**src/rtl/lcd_sink_if.sv**
```systemverilog
// HD44780 4-bit parallel bus bundle (enable strobe, register select, nibble).
// The master modport drives the bus (LCD driver side); the slave modport
// receives it (display model side).
//   lcd_en   : bus enable strobe, data is taken on its falling edge
//   lcd_rs   : register select, 0 = instruction, 1 = data
//   lcd_data : bus nibble
interface lcd_sink_if;
    logic       lcd_en;
    logic       lcd_rs;
    logic [3:0] lcd_data;

    modport master (output lcd_en, output lcd_rs, output lcd_data);
    modport slave  (input  lcd_en, input  lcd_rs, input  lcd_data);
endinterface

```
**src/rtl/lcd_sink.sv**
```systemverilog
// HD44780 display model: receiving end of the 4-bit parallel LCD bus.
// Decodes the 8-bit/4-bit power-up handshake, assembles nibbles into bytes,
// executes the instruction subset used by the driver and mirrors the 2x16
// DDRAM with a registered read port.
// Ports:
//   clk         : system clock
//   reset       : synchronous, active-low reset
//   bus         : lcd_sink_if slave (lcd_en, lcd_rs, lcd_data)
//   rd_addr     : DDRAM read index, bit4 = row, bits3:0 = column
//   rd_data     : DDRAM[rd_addr], one cycle after rd_addr
//   cmd_valid   : 1-cycle pulse when a byte is executed
//   cmd_rs      : rs of the executed byte
//   cmd_byte    : executed byte
//   mode_4bit   : interface is in 4-bit mode
//   display_on  : D bit of the last display control
//   two_line    : N bit of the last 4-bit function set
//   cursor_addr : current DDRAM address (0x00-0x0F or 0x40-0x4F)
//   busy        : DDRAM fill (reset or clear) in progress
//   proto_err   : 1-cycle pulse when a strobe arrives while busy
module lcd_sink #(
    parameter int         SYNC_STAGES = 2,
    parameter logic [7:0] FILL_CHAR   = 8'h20
) (
    input  logic             clk,
    input  logic             reset,
    lcd_sink_if.slave        bus,
    input  logic [4:0]       rd_addr,
    output logic [7:0]       rd_data,
    output logic             cmd_valid,
    output logic             cmd_rs,
    output logic [7:0]       cmd_byte,
    output logic             mode_4bit,
    output logic             display_on,
    output logic             two_line,
    output logic [6:0]       cursor_addr,
    output logic             busy,
    output logic             proto_err
);

    typedef enum logic [1:0] {S_MODE8, S_MODE4_HI, S_MODE4_LO} state_t;

    // Cursor step with row wrap: 0x0F <-> 0x40 and 0x4F <-> 0x00.
    function automatic logic [6:0] f_cursor_step(input logic [6:0] a, input logic inc);
        logic [6:0] n;
        if (inc) begin
            case (a)
                7'h0F:   n = 7'h40;
                7'h4F:   n = 7'h00;
                default: n = a + 7'd1;
            endcase
        end else begin
            case (a)
                7'h40:   n = 7'h0F;
                7'h00:   n = 7'h4F;
                default: n = a - 7'd1;
            endcase
        end
        return n;
    endfunction

    logic [5:0] w_bus_raw;
    logic [5:0] w_bus_s;
    assign w_bus_raw = {bus.lcd_en, bus.lcd_rs, bus.lcd_data};

    // Input synchronizer, en/rs/data travel together so they stay aligned.
    generate
        if (SYNC_STAGES == 0) begin : g_nosync
            assign w_bus_s = w_bus_raw;
        end else begin : g_sync
            logic [5:0] r_sync [SYNC_STAGES];
            always_ff @(posedge clk) begin
                if (!reset) begin
                    for (int i = 0; i < SYNC_STAGES; i++) r_sync[i] <= '0;
                end else begin
                    r_sync[0] <= w_bus_raw;
                    for (int i = 1; i < SYNC_STAGES; i++) r_sync[i] <= r_sync[i-1];
                end
            end
            assign w_bus_s = r_sync[SYNC_STAGES-1];
        end
    endgenerate

    logic       w_en, w_rs;
    logic [3:0] w_nib;
    assign w_en  = w_bus_s[5];
    assign w_rs  = w_bus_s[4];
    assign w_nib = w_bus_s[3:0];

    logic       r_en_q;
    logic       w_strobe, w_accept, w_exec, w_funcset;
    state_t     r_state, w_state_nxt;
    logic       w_complete, w_mode4;
    logic [7:0] w_byte;
    logic [3:0] r_hi;
    logic       r_busy;
    logic [4:0] r_clr_idx;
    logic       r_id;
    logic [6:0] r_cursor;
    logic       r_cmd_valid, r_cmd_rs, r_display_on, r_two_line, r_proto_err;
    logic [7:0] r_cmd_byte;
    logic [7:0] r_rd_data;
    logic [7:0] r_mem [32];

    // Strobes that land while busy are dropped without touching any state.
    assign w_strobe  = r_en_q & ~w_en;
    assign w_accept  = w_strobe & ~r_busy;
    assign w_exec    = w_accept & w_complete;
    assign w_funcset = ~w_rs & (w_byte[7:5] == 3'b001);

    always_ff @(posedge clk) begin
        if (!reset) begin
            r_en_q  <= 1'b0;
            r_state <= S_MODE8;
        end else begin
            r_en_q  <= w_en;
            r_state <= w_state_nxt;
        end
    end

    always_comb begin
        w_state_nxt = r_state;
        if (w_accept) begin
            case (r_state)
                S_MODE8:    if (w_funcset && !w_byte[4]) w_state_nxt = S_MODE4_HI;
                S_MODE4_HI: w_state_nxt = S_MODE4_LO;
                S_MODE4_LO: w_state_nxt = (w_funcset && w_byte[4]) ? S_MODE8 : S_MODE4_HI;
                default:    w_state_nxt = S_MODE8;
            endcase
        end
    end

    // In 8-bit mode the low nibble lines are not wired, so the byte is {data, 0}.
    always_comb begin
        w_complete = (r_state != S_MODE4_HI);
        w_mode4    = (r_state != S_MODE8);
        w_byte     = (r_state == S_MODE8) ? {w_nib, 4'h0} : {r_hi, w_nib};
    end

    always_ff @(posedge clk) begin
        if (!reset) begin
            r_hi         <= 4'h0;
            r_busy       <= 1'b1;
            r_clr_idx    <= 5'd0;
            r_id         <= 1'b1;
            r_cursor     <= 7'h00;
            r_cmd_valid  <= 1'b0;
            r_cmd_rs     <= 1'b0;
            r_cmd_byte   <= 8'h00;
            r_display_on <= 1'b0;
            r_two_line   <= 1'b0;
            r_proto_err  <= 1'b0;
        end else begin
            r_cmd_valid <= w_exec;
            r_proto_err <= w_strobe & r_busy;
            if (w_accept && r_state == S_MODE4_HI) r_hi <= w_nib;
            if (r_busy) begin
                r_clr_idx <= r_clr_idx + 5'd1;
                if (r_clr_idx == 5'd31) r_busy <= 1'b0;
            end
            if (w_exec) begin
                r_cmd_rs   <= w_rs;
                r_cmd_byte <= w_byte;
                if (w_rs) begin
                    r_cursor <= f_cursor_step(r_cursor, r_id);
                end else if (w_byte[7]) begin
                    r_cursor <= {w_byte[6], 2'b00, w_byte[3:0]};
                end else if (w_byte[6]) begin
                    // CGRAM address: no CGRAM modelled
                end else if (w_byte[5]) begin
                    // N is only meaningful once the bus is really 4 bits wide
                    if (w_mode4) r_two_line <= w_byte[3];
                end else if (w_byte[4]) begin
                    // cursor/display shift: not modelled
                end else if (w_byte[3]) begin
                    r_display_on <= w_byte[2];
                end else if (w_byte[2]) begin
                    r_id <= w_byte[1];
                end else if (w_byte[1]) begin
                    r_cursor <= 7'h00;
                end else if (w_byte[0]) begin
                    r_cursor  <= 7'h00;
                    r_id      <= 1'b1;
                    r_busy    <= 1'b1;
                    r_clr_idx <= 5'd0;
                end
            end
        end
    end

    // Single DDRAM write port: fill while busy, data writes otherwise
    // (data cannot execute while busy, so the two never collide).
    logic       w_we;
    logic [4:0] w_waddr;
    logic [7:0] w_wdata;
    assign w_we    = r_busy | (w_exec & w_rs);
    assign w_waddr = r_busy ? r_clr_idx : {r_cursor[6], r_cursor[3:0]};
    assign w_wdata = r_busy ? FILL_CHAR : w_byte;

    always_ff @(posedge clk) begin
        if (w_we) r_mem[w_waddr] <= w_wdata;
    end

    // Read-before-write: same-cycle write to the read cell returns old data.
    always_ff @(posedge clk) begin
        if (!reset) r_rd_data <= 8'h00;
        else        r_rd_data <= r_mem[rd_addr];
    end

    assign rd_data     = r_rd_data;
    assign cmd_valid   = r_cmd_valid;
    assign cmd_rs      = r_cmd_rs;
    assign cmd_byte    = r_cmd_byte;
    assign mode_4bit   = w_mode4;
    assign display_on  = r_display_on;
    assign two_line    = r_two_line;
    assign cursor_addr = r_cursor;
    assign busy        = r_busy;
    assign proto_err   = r_proto_err;

endmodule

```
**src/flat_wrapper.sv**
```systemverilog
// flat-port wrapper written by rule: the top's interface ports become plain ports
module lcd_sink_flat 
#(
    parameter int         SYNC_STAGES = 2,
    parameter logic [7:0] FILL_CHAR   = 8'h20
)
  (clk, reset, rd_addr, rd_data, cmd_valid, cmd_rs, cmd_byte, mode_4bit, display_on, two_line, cursor_addr, busy, proto_err, bus_lcd_en, bus_lcd_rs, bus_lcd_data);
  lcd_sink_if bus_i ();
  input  logic clk;
  input  logic reset;
  input  logic [4:0] rd_addr;
  output logic [7:0] rd_data;
  output logic cmd_valid;
  output logic cmd_rs;
  output logic [7:0] cmd_byte;
  output logic mode_4bit;
  output logic display_on;
  output logic two_line;
  output logic [6:0] cursor_addr;
  output logic busy;
  output logic proto_err;
  input wire logic [$bits(bus_i.lcd_en)-1:0] bus_lcd_en;
  input wire logic [$bits(bus_i.lcd_rs)-1:0] bus_lcd_rs;
  input wire logic [$bits(bus_i.lcd_data)-1:0] bus_lcd_data;
  assign bus_i.lcd_en = bus_lcd_en;
  assign bus_i.lcd_rs = bus_lcd_rs;
  assign bus_i.lcd_data = bus_lcd_data;
  lcd_sink #(.SYNC_STAGES(SYNC_STAGES), .FILL_CHAR(FILL_CHAR)) u_core (.clk(clk), .reset(reset), .bus(bus_i), .rd_addr(rd_addr), .rd_data(rd_data), .cmd_valid(cmd_valid), .cmd_rs(cmd_rs), .cmd_byte(cmd_byte), .mode_4bit(mode_4bit), .display_on(display_on), .two_line(two_line), .cursor_addr(cursor_addr), .busy(busy), .proto_err(proto_err));
endmodule
```
**config.mk**
```make
export PLATFORM = sky130hd
export DESIGN_NAME = lcd_sink_flat
export DESIGN_NICKNAME = d
export VERILOG_FILES = /design/src/rtl/lcd_sink_if.sv /design/src/rtl/lcd_sink.sv /design/src/flat_wrapper.sv
export SDC_FILE = /design/constraint.sdc
export NUM_CORES = 1
export LEC_CHECK = 0
export BUFFER_PORTS_ARGS = -buffer_cell sky130_fd_sc_hd__buf_2
export CORE_AREA = 2 2 154 156
export CTS_CLUSTER_SIZE = 12
export DETAILED_ROUTE_END_ITERATION = 10
export DIE_AREA = 0 0 156 158
export PLACE_DENSITY = 0.76
export SLEW_MARGIN = 5
export SYNTH_ARGS = -nofsm -noshare
export SYNTH_HDL_FRONTEND = slang
export SYNTH_SLANG_ARGS = --single-unit
```
**constraint.sdc**
```tcl
create_clock -name clk -period 5.1 [get_ports clk]
set_input_delay 0.255 -clock clk [delete_from_list [all_inputs] [get_ports clk]]
set_output_delay 0.255 -clock clk [all_outputs]
set_load 0.02 [all_outputs]
```
==> impl_metrics.json <==
{
  "status": "finished clean",
  "seq_area_frac_synth_pct": 70.0,
  "regArea_um2": 8770,
  "max-vdd-ir-drop_mv": 0.234,
  "clk_latency_ns": 0.56,
  "maxCapViolations": 0,
  "hold_slack_ns": 0.0222,
  "hold_path_startpoint": "rd_addr[4]",
  "yosys.area.top_type": "edfxtp_1",
  "port_buffers": 42,
  "grt_pass1_vias": 7092,
  "hold_viol": 0,
  "tritoncts": "done",
  "path_cells": "nor3b_2, nand3_1, o22ai_1, nand2b_1, nor2_1",
  "nFillCells": 1594,
  "grt_max_degree": 65,
  "fin_crit_ns": 3.47,
  "ys_ff_latch": 310,
  "numCtsBuffers": 31,
  "setup_viol": 0,
  "r2r_start": "u_core.busy$_SDFF_PN1_",
  "rr_worst_depth": 5,
  "rr_endpoint": "u_core.r_mem[2][5]$_DFFE_PP_",
  "post-dp-hpwl_mm": 16.9,
  "clock-sinks": 310,
  "num_rows": 56,
  "min-delay-path-class": "in2reg",
  "multiInputGateArea_um2": 3470,
  "cts_buffer_depth": 3,
  "period_share_pct": 68.1,
  "crit_slowest_cell": "nor3b_2",
  "syn_area_um2": 12500,
  "cp_max_fo": 21,
  "drv_slew": 0,
  "worst_pin_slew_ns": 1.11,
  "drtIter0Drc": 764,
  "grt_overflow": 0,
  "vias": 6954,
  "yosysWarnings": 0,
  "synth.avg_cell_area_um2": 17.0,
  "timing.setup.tns_ns": 0,
  "coreArea_um2": 23100,
  "start_kind": "flop",
  "leakagePower_nw": 4.53,
  "place.gp.congestion": 0.893,
  "drive_gt1_share_pct": 21.0,
  "fmax_mhz": 288,
  "hold_buffers": 6,
  "dr.pass1.iters": 5,
  "path_class": "reg2reg",
  "ys.flop_type": "edfxtp_1",
  "p_per_area_nw_per_um2": 357,
  "slowest_delay_ns": 0.77,
  "ys_types": 62,
  "cp.arrival_ns": 3.66,
  "cts_setup_buffers": 0,
  "cts-root-buf": "clkbuf_16",
  "holdPathStages": 2,
  "grt_antenna_before_repair": 0,
  "stdcell_area_um2": 13800,
  "path_clk_slew_ns": 0.06,
  "dieArea_um2": 24600,
  "wirelength_mm": 27.6,
  "crit_required_ns": 5.29,
  "ant_nets": 0,
  "wl_per_cell_um": 25.4,
  "nets": 796,
  "fp.dieW_um": 156,
  "synth_area_leaders": "edfxtp_1, mux4_2, dfxtp_1",
  "start_util_pct": 54.3,
  "io_pins": 43,
  "htreeDepth": 1,
  "via_per_inst": 6.40,
  "synth_top_area_share_pct": 61.4,
  "grt_pass1_wl_mm": 42.3,
  "final_util_pct": 59.9,
  "r2r_slack_ns": 1.63,
  "path_buf_inv": 0,
  "cp-end-kind": "flop",
  "rsz0062_at_grt": "false",
  "synthToLayoutAreaGrowth_pct": 10.3,
  "hold_end": "u_core.rd_data[5]$_SDFF_PN0_",
  "drc": 0,
  "fin_skew_ns": 0.0293,
  "die_h_um": 158,
  "synth_nets": 755,
  "syn_inst": 737,
  "max_slew_margin_pct": 26.2,
  "placed_cell_area_um2": 12900,
  "antennaDiodeCount": 0,
  "cts-resized-gates": 0,
  "async_flop_share_pct": 0,
  "grt_usage_pct": 23.1,
  "synth_edf_count": 256,
  "crit_family": "simple AND/OR/NAND/NOR gates"
}
area by class of cell:
class | count | area share (%)
sequential | 310 | 63.5
multi-input combinational | 375 | 25.1
inverter | 8 | 0.217
timing repair buffer | 52 | 2.19
clock inverter | 7 | 0.272
tap | 290 | 2.63
clock buffer | 44 | 6.08
flip-flops by register name, indices dropped and copies added (netlist names):
| signal | cells |
|---|---|
| u_core.r_state | 2 |
| u_core.proto_err | 1 |
| u_core.cmd_byte | 8 |
| u_core.busy | 1 |
| u_core.r_mem | 256 |
| u_core.cmd_rs | 1 |
| u_core.cursor_addr | 7 |
| u_core.two_line | 1 |
| u_core.display_on | 1 |
| u_core.r_clr_idx | 5 |
| u_core.g_sync.r_sync | 12 |
| u_core.r_id | 1 |
| u_core.r_hi | 4 |
| u_core.r_en_q | 1 |
| u_core.rd_data | 8 |
| u_core.cmd_valid | 1 |
per-stage QoR:
stage | setup WS (ns) | cells | power, mW
final | 1.63 | 1086 | 4.93
after global routing | 1.34 | 1086 | 5.07
after CTS | 1.63 | 1086 | 4.95
after detailed placement | 1.66 | 1029 | 2.98
after global placement | 1.89 | 1029 | 2.97
after floorplan | 2.96 | 737 | 2.93
cell families after synthesis:
| group | count (synthesis) | synth area share (%) |
|---|---|---|
| AO/OA/AOI/OAI | 78 | 4.46 |
| XOR/XNOR | 8 | 0.560 |
| adder cells (fa/ha/maj) | 5 | 0.500 |
| buffers and inverters | 52 | 2.47 |
| flip-flops | 310 | 70.0 |
| multiplexers | 99 | 14.9 |
| AND/OR/NAND/NOR | 185 | 7.14 |
worst max path at each step:
stage | start | endpoint | slack, ns | cells after the start
4_1_cts | u_core.busy$_SDFF_PN1_ | u_core.r_mem[1][5]$_DFFE_PP_ | 1.63 | 5
2_1_floorplan | u_core.busy$_SDFF_PN1_ | u_core.r_mem[8][0]$_DFFE_PP_ | 2.96 | 6
6_report | u_core.busy$_SDFF_PN1_ | u_core.r_mem[2][5]$_DFFE_PP_ | 1.63 | 5
5_1_grt | u_core.busy$_SDFF_PN1_ | u_core.r_mem[1][6]$_DFFE_PP_ | 1.34 | 5
3_3_place_gp | u_core.busy$_SDFF_PN1_ | u_core.r_mem[2][0]$_DFFE_PP_ | 1.89 | 5
3_5_place_dp | u_core.busy$_SDFF_PN1_ | u_core.r_mem[2][0]$_DFFE_PP_ | 1.66 | 5
cells in the mapped netlist, drive strengths merged (6+ instances only):
cell	n
a211oi	6
a21oi	23
a221oi	6
a32oi	6
and2	14
and3	7
buf	26
clkbuf	18
dfxtp	54
edfxtp	256
inv	7
mux2	19
mux2i	16
mux4	64
nand2	40
nand3	15
nor2	73
nor4	6
o21ai	8
o221ai	8
xnor2	6
cells in the final DEF, fill, tap and decap left out, types with 3 or more instances in the layout:
cell | Yosys | layout
clkinv_1 | 1 | 5
a211oi_1 | 6 | 6
nand2b_1 | 5 | 5
nor2_4 | 1 | 4
dlygate4sd3_1 | 0 | 6
nor4_1 | 5 | 5
mux4_1 | 12 | 12
buf_4 | 0 | 5
o221ai_2 | 3 | 3
a22oi_1 | 3 | 3
mux2_2 | 19 | 19
and3_1 | 7 | 5
mux2i_1 | 16 | 16
nor2b_1 | 5 | 5
mux4_2 | 52 | 52
a32oi_1 | 6 | 6
ha_1 | 5 | 5
nand3_1 | 15 | 15
clkbuf_16 | 0 | 31
and2_1 | 14 | 14
edfxtp_1 | 256 | 256
xnor2_1 | 6 | 6
nand4_1 | 5 | 5
inv_1 | 7 | 7
clkbuf_1 | 18 | 10
a221oi_1 | 6 | 6
o21ai_0 | 7 | 7
buf_2 | 13 | 41
nand3b_1 | 4 | 4
dfxtp_1 | 54 | 54
nand2_1 | 40 | 40
o221ai_1 | 5 | 5
nor2_1 | 71 | 68
a21oi_1 | 23 | 23
power breakdown:
part | switching (mW) | total (mW) | leakage [nW] | internal, mW
combinational | 0.106 | 0.173 | 1.39 | 0.0667
clock | 0.873 | 2.00 | 0.429 | 1.13
sequential | 0.0164 | 2.75 | 2.70 | 2.74
total | 0.996 | 4.93 | 4.53 | 3.93
worst reg2reg max path, stage by stage (launching register included):
cell,delay (ns)
dfxtp_1,0.61
nor3b_2,0.78
nand3_1,0.31
o22ai_1,0.24
nand2b_1,0.44
nor2_1,0.74
metal layers:
metal	up-vias	track usage (%)	share of wire, %
li1	2990	-	-
met2	431	37.7	47
met1	3480	32.0	40
met3	53	5.04	10
met5	-	0	0
met4	0	6.25	2.5
Note: power is estimated with default switching activity, not from simulation.
